<file path="src/rtl/frequency_generator_if.sv">
// ============================================================================
// frequency_generator_if : control/status bundle of the square-wave generator
// Rev 1.0
// ============================================================================
`default_nettype none

interface frequency_generator_if #(
    parameter int unsigned HALF_W  = 16,
    parameter int unsigned BURST_W = 8
) ();
    logic               enable;
    logic               load;
    logic [HALF_W-1:0]  half_period_in;
    logic [BURST_W-1:0] burst_len;
    logic               signal_out;
    logic               busy;
    logic               done;
    logic [1:0]         dbg_state;

    modport master (
        output enable, load, half_period_in, burst_len,
        input  signal_out, busy, done, dbg_state
    );

    modport slave (
        input  enable, load, half_period_in, burst_len,
        output signal_out, busy, done, dbg_state
    );
endinterface

`default_nettype wire

</file>
<file path="src/rtl/frequency_generator.sv">
// ============================================================================
// frequency_generator : programmable 50% square wave, continuous or burst
// Rev 1.0
// ============================================================================
`default_nettype none

module frequency_generator #(
    parameter int unsigned       HALF_W       = 16,
    parameter logic [HALF_W-1:0] DEFAULT_HALF = 16'd5,
    parameter int unsigned       BURST_W      = 8
) (
    input  wire logic             clk,
    input  wire logic             rst_n,
    frequency_generator_if.slave  bus
);
    typedef enum logic [1:0] {
        S_IDLE = 2'd0,
        S_RUN  = 2'd1,
        S_STOP = 2'd2,
        S_DONE = 2'd3
    } state_t;

    localparam logic [HALF_W-1:0]  c_HALF_ONE = {{(HALF_W-1){1'b0}}, 1'b1};
    localparam logic [BURST_W-1:0] c_CYC_ONE  = {{(BURST_W-1){1'b0}}, 1'b1};

    state_t             r_state, w_state_nx;
    logic               r_en_s1, r_en_s2;
    logic               r_ld_s1, r_ld_s2, r_ld_s3;
    logic [HALF_W-1:0]  r_phase, w_phase_nx;
    logic [HALF_W-1:0]  r_active, r_pending;
    logic               r_pending_valid;
    logic [BURST_W-1:0] r_burst, w_burst_nx;
    logic [BURST_W-1:0] r_cycles, w_cycles_nx;
    logic               r_sig, w_sig_nx;
    logic               r_busy, r_done;
    logic               w_swap;

    logic               w_load_pulse;
    logic [HALF_W-1:0]  w_load_val;
    logic               w_toggle;
    logic [BURST_W-1:0] w_cyc_inc;
    logic               w_burst_hit;

    assign w_load_pulse = r_ld_s2 & ~r_ld_s3;
    assign w_load_val   = (bus.half_period_in == '0) ? c_HALF_ONE : bus.half_period_in;
    assign w_toggle     = (r_phase == (r_active - c_HALF_ONE));
    assign w_cyc_inc    = (r_cycles == '1) ? r_cycles : (r_cycles + c_CYC_ONE);
    assign w_burst_hit  = r_sig && w_toggle && (r_burst != '0) && (w_cyc_inc == r_burst);

    always_ff @(posedge clk or negedge rst_n) begin
        if (!rst_n) begin
            r_state <= S_IDLE;
        end else begin
            r_state <= w_state_nx;
        end
    end

    // w_swap marks the edges at which a pending half-period may become active
    always_comb begin
        w_state_nx  = r_state;
        w_sig_nx    = r_sig;
        w_phase_nx  = r_phase;
        w_cycles_nx = r_cycles;
        w_burst_nx  = r_burst;
        w_swap      = 1'b0;
        case (r_state)
            S_IDLE: begin
                w_sig_nx   = 1'b0;
                w_phase_nx = '0;
                w_swap     = 1'b1;
                if (r_en_s2) begin
                    w_state_nx  = S_RUN;
                    w_sig_nx    = 1'b1;
                    w_burst_nx  = bus.burst_len;
                    w_cycles_nx = '0;
                end
            end
            S_RUN: begin
                if (w_toggle) begin
                    w_sig_nx   = ~r_sig;
                    w_phase_nx = '0;
                    w_swap     = 1'b1;
                    if (r_sig) begin
                        w_cycles_nx = w_cyc_inc;
                    end
                end else begin
                    w_phase_nx = r_phase + c_HALF_ONE;
                end
                if (w_burst_hit) begin
                    w_state_nx = S_DONE;
                    w_sig_nx   = 1'b0;
                end else if (!r_en_s2) begin
                    w_state_nx = S_STOP;
                end
            end
            S_STOP: begin
                if (!r_sig) begin
                    w_state_nx = S_IDLE;
                    w_phase_nx = '0;
                end else if (w_toggle) begin
                    w_sig_nx   = 1'b0;
                    w_phase_nx = '0;
                    w_swap     = 1'b1;
                end else begin
                    w_phase_nx = r_phase + c_HALF_ONE;
                end
            end
            default: begin
                w_sig_nx = 1'b0;
                w_swap   = 1'b1;
                if (!r_en_s2) begin
                    w_state_nx = S_IDLE;
                end
            end
        endcase
    end

    always_ff @(posedge clk or negedge rst_n) begin
        if (!rst_n) begin
            r_en_s1         <= 1'b0;
            r_en_s2         <= 1'b0;
            r_ld_s1         <= 1'b0;
            r_ld_s2         <= 1'b0;
            r_ld_s3         <= 1'b0;
            r_phase         <= '0;
            r_active        <= DEFAULT_HALF;
            r_pending       <= '0;
            r_pending_valid <= 1'b0;
            r_burst         <= '0;
            r_cycles        <= '0;
            r_sig           <= 1'b0;
            r_busy          <= 1'b0;
            r_done          <= 1'b0;
        end else begin
            r_en_s1  <= bus.enable;
            r_en_s2  <= r_en_s1;
            r_ld_s1  <= bus.load;
            r_ld_s2  <= r_ld_s1;
            r_ld_s3  <= r_ld_s2;
            r_phase  <= w_phase_nx;
            r_burst  <= w_burst_nx;
            r_cycles <= w_cycles_nx;
            r_sig    <= w_sig_nx;
            r_busy   <= (w_state_nx != S_IDLE);
            r_done   <= (w_state_nx == S_DONE);
            // A new load in a swap cycle keeps pending valid; the old value is consumed
            if (w_swap && r_pending_valid) begin
                r_active <= r_pending;
            end
            if (w_load_pulse) begin
                r_pending       <= w_load_val;
                r_pending_valid <= 1'b1;
            end else if (w_swap) begin
                r_pending_valid <= 1'b0;
            end
        end
    end

    assign bus.signal_out = r_sig;
    assign bus.busy       = r_busy;
    assign bus.done       = r_done;
    assign bus.dbg_state  = r_state;

endmodule

`default_nettype wire
</file>
<file path="src/flat_wrapper.sv">
// flat-port wrapper written by rule: the top's interface ports become plain ports
module frequency_generator_flat 
#(
    parameter int unsigned       HALF_W       = 16,
    parameter logic [HALF_W-1:0] DEFAULT_HALF = 16'd5,
    parameter int unsigned       BURST_W      = 8
)
  (clk, rst_n, bus_enable, bus_load, bus_half_period_in, bus_burst_len, bus_signal_out, bus_busy, bus_done, bus_dbg_state);
  frequency_generator_if #(.HALF_W(HALF_W), .BURST_W(BURST_W)) bus_i ();
  input  wire logic clk;
  input  wire logic rst_n;
  input wire logic [$bits(bus_i.enable)-1:0] bus_enable;
  input wire logic [$bits(bus_i.load)-1:0] bus_load;
  input wire logic [$bits(bus_i.half_period_in)-1:0] bus_half_period_in;
  input wire logic [$bits(bus_i.burst_len)-1:0] bus_burst_len;
  output wire logic [$bits(bus_i.signal_out)-1:0] bus_signal_out;
  output wire logic [$bits(bus_i.busy)-1:0] bus_busy;
  output wire logic [$bits(bus_i.done)-1:0] bus_done;
  output wire logic [$bits(bus_i.dbg_state)-1:0] bus_dbg_state;
  assign bus_i.enable = bus_enable;
  assign bus_i.load = bus_load;
  assign bus_i.half_period_in = bus_half_period_in;
  assign bus_i.burst_len = bus_burst_len;
  assign bus_signal_out = bus_i.signal_out;
  assign bus_busy = bus_i.busy;
  assign bus_done = bus_i.done;
  assign bus_dbg_state = bus_i.dbg_state;
  frequency_generator #(.HALF_W(HALF_W), .DEFAULT_HALF(DEFAULT_HALF), .BURST_W(BURST_W)) u_core (.clk(clk), .rst_n(rst_n), .bus(bus_i));
endmodule
</file>
<file path="config.mk">
export PLATFORM = sky130hd
export DESIGN_NAME = frequency_generator_flat
export DESIGN_NICKNAME = d
export VERILOG_FILES = /design/src/rtl/frequency_generator_if.sv /design/src/rtl/frequency_generator.sv /design/src/flat_wrapper.sv
export SDC_FILE = /design/constraint.sdc
export NUM_CORES = 1
export LEC_CHECK = 0
export CAP_MARGIN = 5
export CELL_PAD_IN_SITES_DETAIL_PLACEMENT = 2
export CELL_PAD_IN_SITES_GLOBAL_PLACEMENT = 2
export CORE_ASPECT_RATIO = 1.75
export CORE_MARGIN = 2
export CORE_UTILIZATION = 24
export CTS_CLUSTER_DIAMETER = 60
export DETAILED_ROUTE_END_ITERATION = 8
export PLACE_DENSITY_LB_ADDON = 0.1
export SYNTH_ARGS = -nofsm -noshare
export SYNTH_HDL_FRONTEND = slang
export SYNTH_SLANG_ARGS = --single-unit
export TNS_END_PERCENT = 5
</file>
<file path="constraint.sdc">
create_clock -name clk -period 6.15 [get_ports clk]
set_input_delay 1.23 -clock clk [delete_from_list [all_inputs] [get_ports clk]]
set_output_delay 1.23 -clock clk [all_outputs]
set_load 0.02 [all_outputs]
</file>
; Word-level counts from Yosys, hierarchy flattened
; Index checks and enable logic that the tools add are counted.
; Widths: inputs -> output; s select.
[classes]
n_eq_ne = 10
muxes = 26
bitwise_logic = 3
add_sub_neg = 3
reduce_logical = 13
[op_table]
columns = op, count
row1 = $mux 16, 3
row2 = $pmux 16 s3, 1
row3 = $mux 8, 4
row4 = $add 16x1->16 const B, 1
row5 = $eq 16x16->1, 1
row6 = $logic_not 16->1, 1
row7 = $pmux 8 s2, 1
row8 = $sub 16x1->16 const B, 1
row9 = $mux 2, 5
row10 = $mux 1, 9
row11 = $add 8x1->8 const B, 1
row12 = $eq 8x8->1, 1
row13 = $eq 8x8->1 const B, 1
row14 = $reduce_bool 8->1, 1
row15 = $ne 2x1->1 const B, 3
row16 = $pmux 2 s3, 1
row17 = $reduce_bool 2->1, 3
row18 = $eq 2x2->1 const B, 2
row19 = $logic_and 1x1->1, 4
row20 = $reduce_and 4->1, 1
row21 = $ne 3x1->1 const B, 1
row22 = $pmux 1 s3, 1
row23 = $reduce_bool 3->1, 1
row24 = $eq 2x1->1 const B, 1
row25 = other kinds (5), 6
[totals]
elab_cells = 70
reg_bits = 75
output_inout_bits = 5

; Longest topological paths before layout
; Gate-level depths: netlist of run 1.
[logic_depth]
word_depth = 8
ltp_mapped = 14
mapped_depth_nobuf = 9

; Worst setup path after synthesis of run 1
; OpenSTA, ideal clock, no wires.
[synth_timing]
path_kind = register -> register
start = register u_core.r_active[0]
end = register u_core.r_sig (netlist: u_core.bus.signal_out)
required_ns = 6.011
path_slack_ns = 2.804
stages_incl_launch_ff = 12
arrival_time_ns = 3.207
synth_period_minus_slack_ns = 3.346
cell_sequence = dfstp_2 > clkbuf_1 > inv_1 > ha_1 > buf_2 > or4b_4 > o41a_1 > nand4b_1 > a2111o_1 > nor4_4 > nor3b_1 > or4_1
[synth_via]
elab_chain_len = 7
word_cells_on_any_way = 10
[synth_rtl]
columns = element, line_no
row1 = "start, declared", frequency_generator.sv:30  ; logic [HALF_W-1:0] r_active, r_pending;
row2 = "start signal, assigned", frequency_generator.sv:148  ; r_active <= r_pending;
row3 = $sub 16x1->16 *, frequency_generator.sv:46  ; assign w_toggle = (r_phase == (r_active - c_HALF_ONE));
row4 = $eq 16x16->1 *, frequency_generator.sv:46
row5 = $logic_and 1x1->1 (3 in series), frequency_generator.sv:48  ; assign w_burst_hit = r_sig && w_toggle && (r_burst != '0) && (w_cyc_inc == r_burst);
row6 = $mux 1, frequency_generator.sv:89  ; if (w_burst_hit) begin
row7 = $pmux 1 s3, frequency_generator.sv:66  ; case (r_state)
row8 = "end signal, assigned", frequency_generator.sv:143  ; r_sig <= w_sig_nx;
row9 = "end, declared", frequency_generator.sv:34  ; logic r_sig, w_sig_nx;
; Mark *: on every way between the ends. The rest lies on a longest branch, timed or not.
; A chain may end at the register's enable or synchronous reset.

; Worst setup path after layout of run 1
[layout_timing]
start = register u_core.r_active[1]
end = register u_core.r_pending_valid
[layout_via]
elab_chain_len = 6
[layout_rtl]
columns = element, line_no
row1 = $sub 16x1->16 *, frequency_generator.sv:46
row2 = $eq 16x16->1 *, frequency_generator.sv:46
row3 = $mux 1 *, "frequency_generator.sv:79, frequency_generator.sv:100"
row4 = $mux 1, frequency_generator.sv:97  ; if (!r_sig) begin
row5 = $pmux 1 s2 *, frequency_generator.sv:66
row6 = $reduce_bool 2->1 (no line) *, n/a
row7 = "end signal, assigned", frequency_generator.sv:128  ; r_pending_valid <= 1'b0;
row8 = "end signal, assigned", frequency_generator.sv:152  ; r_pending_valid <= 1'b1;
row9 = "end signal, assigned", frequency_generator.sv:154  ; r_pending_valid <= 1'b0;
row10 = "end, declared", frequency_generator.sv:31  ; logic r_pending_valid;
; Marks and branches as above.

==> flow_summary.yaml, run 1 <==
cells_and_area:
  layout-drive-gt1-share_pct: 11.0
  area_delta_synth_final_pct: 17.7
  final_area_mm2: 0.00552
  fin_nets: 533
  multi_input_area_mm2: 0.00260
  antenna_cells: 0
  fillers: 2120
  regArea_mm2: 0.00188
logic_synthesis:
  netlist.top_cell.by_area: "dfrtp_1"
  yosysSeqAreaShare_pct: 40.1
  ys.flop_type: "dfrtp_1"
  synth.top_cells.by_area: "dfrtp_1 (39%), mux2_2 (5.5%), xor2_1 (3.4%)"
  synth_area_mm2: 0.00469
  ys_seq_elements: 75
  synth_edf_count: 0
  netlist_instances: 484
  ys_async_sr_fraction_pct: 100
  yosysTopAreaCellShare_pct: 39.0
  synth_cell_type_count: 68
  syn-num-nets: 520
  synth_area_per_cell_um2: 9.69
  yosys_warnings: 0
die:
  die_w_um: 110
  ioPinCount: 33
  coreArea_mm2: 0.0192
  rows: 67
  initial_core_util_pct: 24.4
  die_h_um: 189
  dieArea_mm2: 0.0207
clock_tree:
  clock_latency_ns: 0.35
  tritoncts: "done"
  h-tree-depth: 3
  cts_hold_buf: 0
  root_buffer: "clkbuf_16"
  clk_path_buf_depth: 2
  cts_buffers: 9
  post_cts_buffers: 0
  cts_num_sinks: 75
  post_cts_resized: 0
  clkTransAtPathRegs_ns: 0.06
pwr:
  peakVddDrop_mv: 0.156
  total_power_mw: 2.25
  p_per_area_mw_per_mm2: 408
  power_leakage_nw: 2.20
timing:
  finClkSkew_ns: 0.00779
  setup-violations-final: 0
  worst_pin_slew_ns: 0.913
  rsz0062_at_grt: "false"
  fin_crit_sh_pct: 62.1
  finalMaxSlewViolations: 0
  fin_crit_ns: 3.82
  fmax_mhz: 262
  setup_tns_ns: 0
  relSlewSlack_pct: 37.6
  hold_viol: 0
routing:
  num_vias: 3917
  routed_wl_um: 14400
  drc: 0
  wire_per_inst_um: 19.4
  drt_iter0_drc: 113
  ant_nets: 0
  drtPass1Iterations: 4
  vias_per_cell: 5.27
global_routing:
  gr-total-overflow: 0
  grtUsageTotal_pct: 15.1
  grt_pass1_wl_um: 23900
  grt_pass1_vias: 4306
  grt_max_degree: 54
  antenna_found_initial: 0
placement:
  hpwlAfterDp_um: 10900
  place_congestion: 0.762
  placed_cell_area_mm2: 0.00519
  portBuffers: 32
setup_path:
  crit_slowest_cell: "or4b_1"
  end_kind: "flip-flop"
  critPathRequiredTime_ns: 6.39
  crit_type: "flip-flop to flip-flop"
  crit_chain: "inv_1, ha_1, or4b_4, o31ai_2, nand4b_1, and3b_4, or4b_1, o31a_1, a21bo_1"
  worstPathArrival_ns: 4.06
  critPathLaunchType: "flip-flop"
  cp_max_fo: 19
  cpPeakStageDelay_ns: 0.78
outcome:
  outcome: "finished clean"
hold_path:
  worstHoldPathType: "flip-flop to flip-flop"
run:
  maxCapViolations: 0
## cell families after synthesis
group | count (synthesis) | share of synthesized area [%]
DFF | 75 | 40.1
adders and majority gates | 8 | 2.14
xor gates and xnor gates | 27 | 5.04
and+or+nand+nor | 175 | 21.9
muxes | 26 | 6.16
buffers and inverters | 48 | 4.38
AOI/OAI and AO/OA | 125 | 20.3
## cell usage after synthesis, types with 4 or more instances
master	count
o311ai_0	7
xor2_1	18
dfrtp_1	73
clkbuf_1	25
o21a_1	6
nand3_1	11
and4_1	6
a21o_1	6
nand4_1	6
ha_1	8
nor2_1	18
a31oi_1	5
xnor2_1	9
and3_1	10
nor4_1	9
or3_1	5
a21oi_1	11
nor3_1	22
mux2_2	23
inv_1	12
nand2_1	35
nand2b_1	22
nor3b_1	7
buf_2	8
o311ai_1	14
o21ai_0	10
a211oi_1	7
o211ai_1	20
and2_1	4
## metrics by stage
step	hold slack [ns]	worst slack, ns	utilization, %	std cells
2_1_floorplan	0.331	2.80	-	484
3_3_place_gp	0.345	2.39	27.0	727
3_5_place_dp	0.342	2.31	27.0	727
4_1_cts	0.362	2.31	28.7	743
5_1_grt	0.377	2.14	28.7	743
6_report	0.355	2.33	28.7	743
## final cells by class
cell class                      count  area share, %
Sequential cell                    75           34.1
Timing Repair Buffer               37           6.44
Clock buffer                       12           4.65
Inverter                           13          0.884
Multi-Input combinational cell    361           47.2
Clock inverter                      4           1.34
Tap cell                          241           5.46
## flip-flops by register name, indices dropped and copies added (netlist names), 2 cells and up
name,cells
u_core.r_cycles,8
u_core.bus.dbg_state,2
u_core.r_pending,16
u_core.r_burst,8
u_core.r_active,16
u_core.r_phase,16
## critical path, delay by kind of cell (launching register included)
| kind | cells | cell delay, ns |
|---|---|---|
| simple gates | 4 | 1.70 |
| flops | 1 | 0.44 |
| fa+ha+maj | 1 | 0.29 |
| compound gates | 3 | 1.17 |
| buf+inv | 1 | 0.08 |
## cells in the final DEF (no fill, tap or decap), types with 7 or more instances in the layout
| master | count |
|---|---|
| a211oi_1 | 7 |
| clkdlybuf4s50_1 | 31 |
| mux2_2 | 23 |
| nor2_1 | 18 |
| dfrtp_1 | 73 |
| nor3_1 | 22 |
| o311ai_1 | 14 |
| inv_1 | 12 |
| xor2_1 | 18 |
| o311ai_0 | 7 |
| o21ai_0 | 10 |
| a21oi_1 | 11 |
| and3_1 | 10 |
| nor4_1 | 9 |
| ha_1 | 8 |
| xnor2_1 | 9 |
| nand3_1 | 11 |
| nand2_1 | 35 |
| clkbuf_16 | 9 |
| nor3b_1 | 7 |
| nand2b_1 | 22 |
| o211ai_1 | 20 |
## report_power, final
part | switching (mW) | total (mW) | leakage [nW] | internal, mW
Sequential | 0.197 | 0.814 | 0.937 | 0.617
Clock | 0.220 | 0.598 | 0.163 | 0.378
Combinational | 0.488 | 0.840 | 1.11 | 0.352
## layer usage
metal	GRT usage, %	wire, um
met2	27.3	7960
met3	2.41	221
met5	0	0
met1	17.6	5990
met4	5.16	248
## final timing paths
check                                        start  depth (start not counted)  slack, ns                     end
worst max-delay path            u_core.r_active[1]                          9       2.33  u_core.r_pending_valid
worst min-delay path                u_core.r_en_s1                          0       0.35          u_core.r_en_s2
worst max register to register  u_core.r_active[1]                          9       2.33  u_core.r_pending_valid
worst min register to register      u_core.r_en_s1                          0       0.35          u_core.r_en_s2
max in group asynchronous                    rst_n                          2       4.35     u_core.r_active[13]
min in group asynchronous                    rst_n                          1       0.78         u_core.bus.done
Power figures use the tool's default switching activity.
==> inputs of run 2 (changes only) <==
Clock period 6.15 ns to 3.8 ns, I/O delays scaled along.
==> flow_summary.yaml, run 2 (synthesis gave the netlist of run 1 again) <==
cells_and_area:
  regArea_mm2: 0.00188
  layout-drive-gt1-share_pct: 12.2
  final_common_cell: "dfrtp_1"
  reg_top3: "u_core.r_active (16), u_core.r_pending (16), u_core.r_phase (16)"
  fin_nets: 538
  area_delta_synth_final_pct: 18.3
  mostFrequentLayoutCells: "dfrtp_1 (73), nand2_1 (35), clkdlybuf4s50_1 (31), mux2_2 (23)"
  antenna_cells: 0
  multi_input_area_mm2: 0.00261
  fillers: 2115
clock_tree:
  clk_path_buf_depth: 2
  tritoncts: "done"
  h-tree-depth: 3
  clkTransAtPathRegs_ns: 0.06
  cts_num_sinks: 75
  cts_buffers: 9
  root_buffer: "clkbuf_16"
  clock_latency_ns: 0.35
  cts_hold_buf: 0
setup_path:
  r2r_end: "u_core.r_pending_valid"
  end_kind: "flip-flop"
  critPathLaunchType: "flip-flop"
  crit_type: "flip-flop to flip-flop"
  regToRegSetupSlack_ns: 0.24
  cp_max_fo: 17
  reg2regPathDepth: 9
  timing.rr.start: "u_core.r_active[1]"
  worstPathArrival_ns: 3.79
  critPathRequiredTime_ns: 4.04
timing:
  relSlewSlack_pct: 31.2
  finClkSkew_ns: 0.00624
  setup_tns_ns: 0
  finalMaxSlewViolations: 0
  fin_crit_ns: 3.56
  fin_crit_sh_pct: 93.6
  rsz0062_at_grt: "false"
  setup-violations-final: 0
  worst_pin_slew_ns: 1.03
  fmax_mhz: 281
  whs_ns: 0.360
  hold_viol: 0
pwr:
  peakVddDrop_mv: 0.225
  p_per_area_mw_per_mm2: 653
  power_leakage_nw: 2.22
run:
  maxCapViolations: 0
hold_path:
  holdPathEnd: "u_core.r_ld_s2"
  worstHoldPathType: "flip-flop to flip-flop"
  hold_start: "u_core.r_ld_s1"
  holdPathStages: 0
global_routing:
  gr-total-overflow: 0
  grtUsageTotal_pct: 15.4
  antenna_found_initial: 0
  grt_max_degree: 76
  grt_pass1_wl_um: 24700
  grt_pass1_vias: 4370
routing:
  num_vias: 4007
  drtPass1Iterations: 4
  routed_wl_um: 14700
  drt_iter0_drc: 118
  ant_nets: 0
  wire_per_inst_um: 19.7
  vias_per_cell: 5.36
  drc: 0
placement:
  hpwlAfterDp_um: 10800
  portBuffers: 32
  place_congestion: 0.767
die:
  coreArea_mm2: 0.0192
  die_h_um: 189
  rows: 67
  dieArea_mm2: 0.0207
  die_w_um: 110
  initial_core_util_pct: 24.4
  ioPinCount: 33
outcome:
  outcome: "finished clean"
run 2: power breakdown:
| group | switching [mW] | total, mW | internal [mW] |
|---|---|---|---|
| combinational | 0.811 | 1.40 | 0.590 |
| clock | 0.370 | 0.918 | 0.547 |
| sequential | 0.303 | 1.30 | 0.998 |
| total | 1.49 | 3.62 | 2.14 |
run 2: stage by stage:
stage	power, mW	utilization, %	std cells	setup WS, ns	area, um^2
final	3.62	28.9	748	0.244	5540
after global routing	3.91	28.9	748	0.0124	5540
after CTS	3.70	28.9	748	0.135	5540
after detailed placement	2.75	27.2	732	0.148	5230
after global placement	2.70	27.2	732	0.286	5230
after floorplan	2.25	-	484	0.454	4690
run 2: layout make-up:
cell class	count	area share, %
Multi-Input combinational cell	361	47.0
Sequential cell	75	33.9
Timing Repair Buffer	42	7.15
Tap cell	241	5.44
Clock buffer	11	4.56
Clock inverter	5	1.08
Inverter	13	0.880
run 2: critical path: stages (launching register included):
cell,delay (ns)
dfrtp_1,0.44
inv_1,0.09
ha_1,0.31
or4b_4,0.54
o31ai_2,0.28
nand4b_1,0.15
and3b_4,0.24
or4b_1,0.63
o31a_2,0.53
a21bo_1,0.23
run 2: per-layer routing:
layer	vias to the layer above	track usage, %	share of wire, %
met5	-	0	0
met4	0	6.72	2.9
met3	23	2.03	1.7
met2	47	26.8	53
met1	2070	18.7	42
li1	1867	-	-
run 2: repair_timing:
item	CTS	global route
gates resized for setup	0	2
buffers inserted	0	0
setup endpoints to repair	0	21
run 2: worst max-delay path by stage:
stage | from | end | slack [ns] | cells after the start
2_1_floorplan | u_core.r_active[0] | u_core.bus.signal_out | 0.45 | 11
3_3_place_gp | u_core.r_active[1] | u_core.r_phase[2] | 0.29 | 10
3_5_place_dp | u_core.r_active[1] | u_core.r_pending_valid | 0.15 | 9
4_1_cts | u_core.r_active[1] | u_core.r_pending_valid | 0.13 | 9
5_1_grt | u_core.r_active[1] | u_core.r_phase[3] | 0.01 | 10
6_report | u_core.r_active[1] | u_core.r_pending_valid | 0.24 | 9
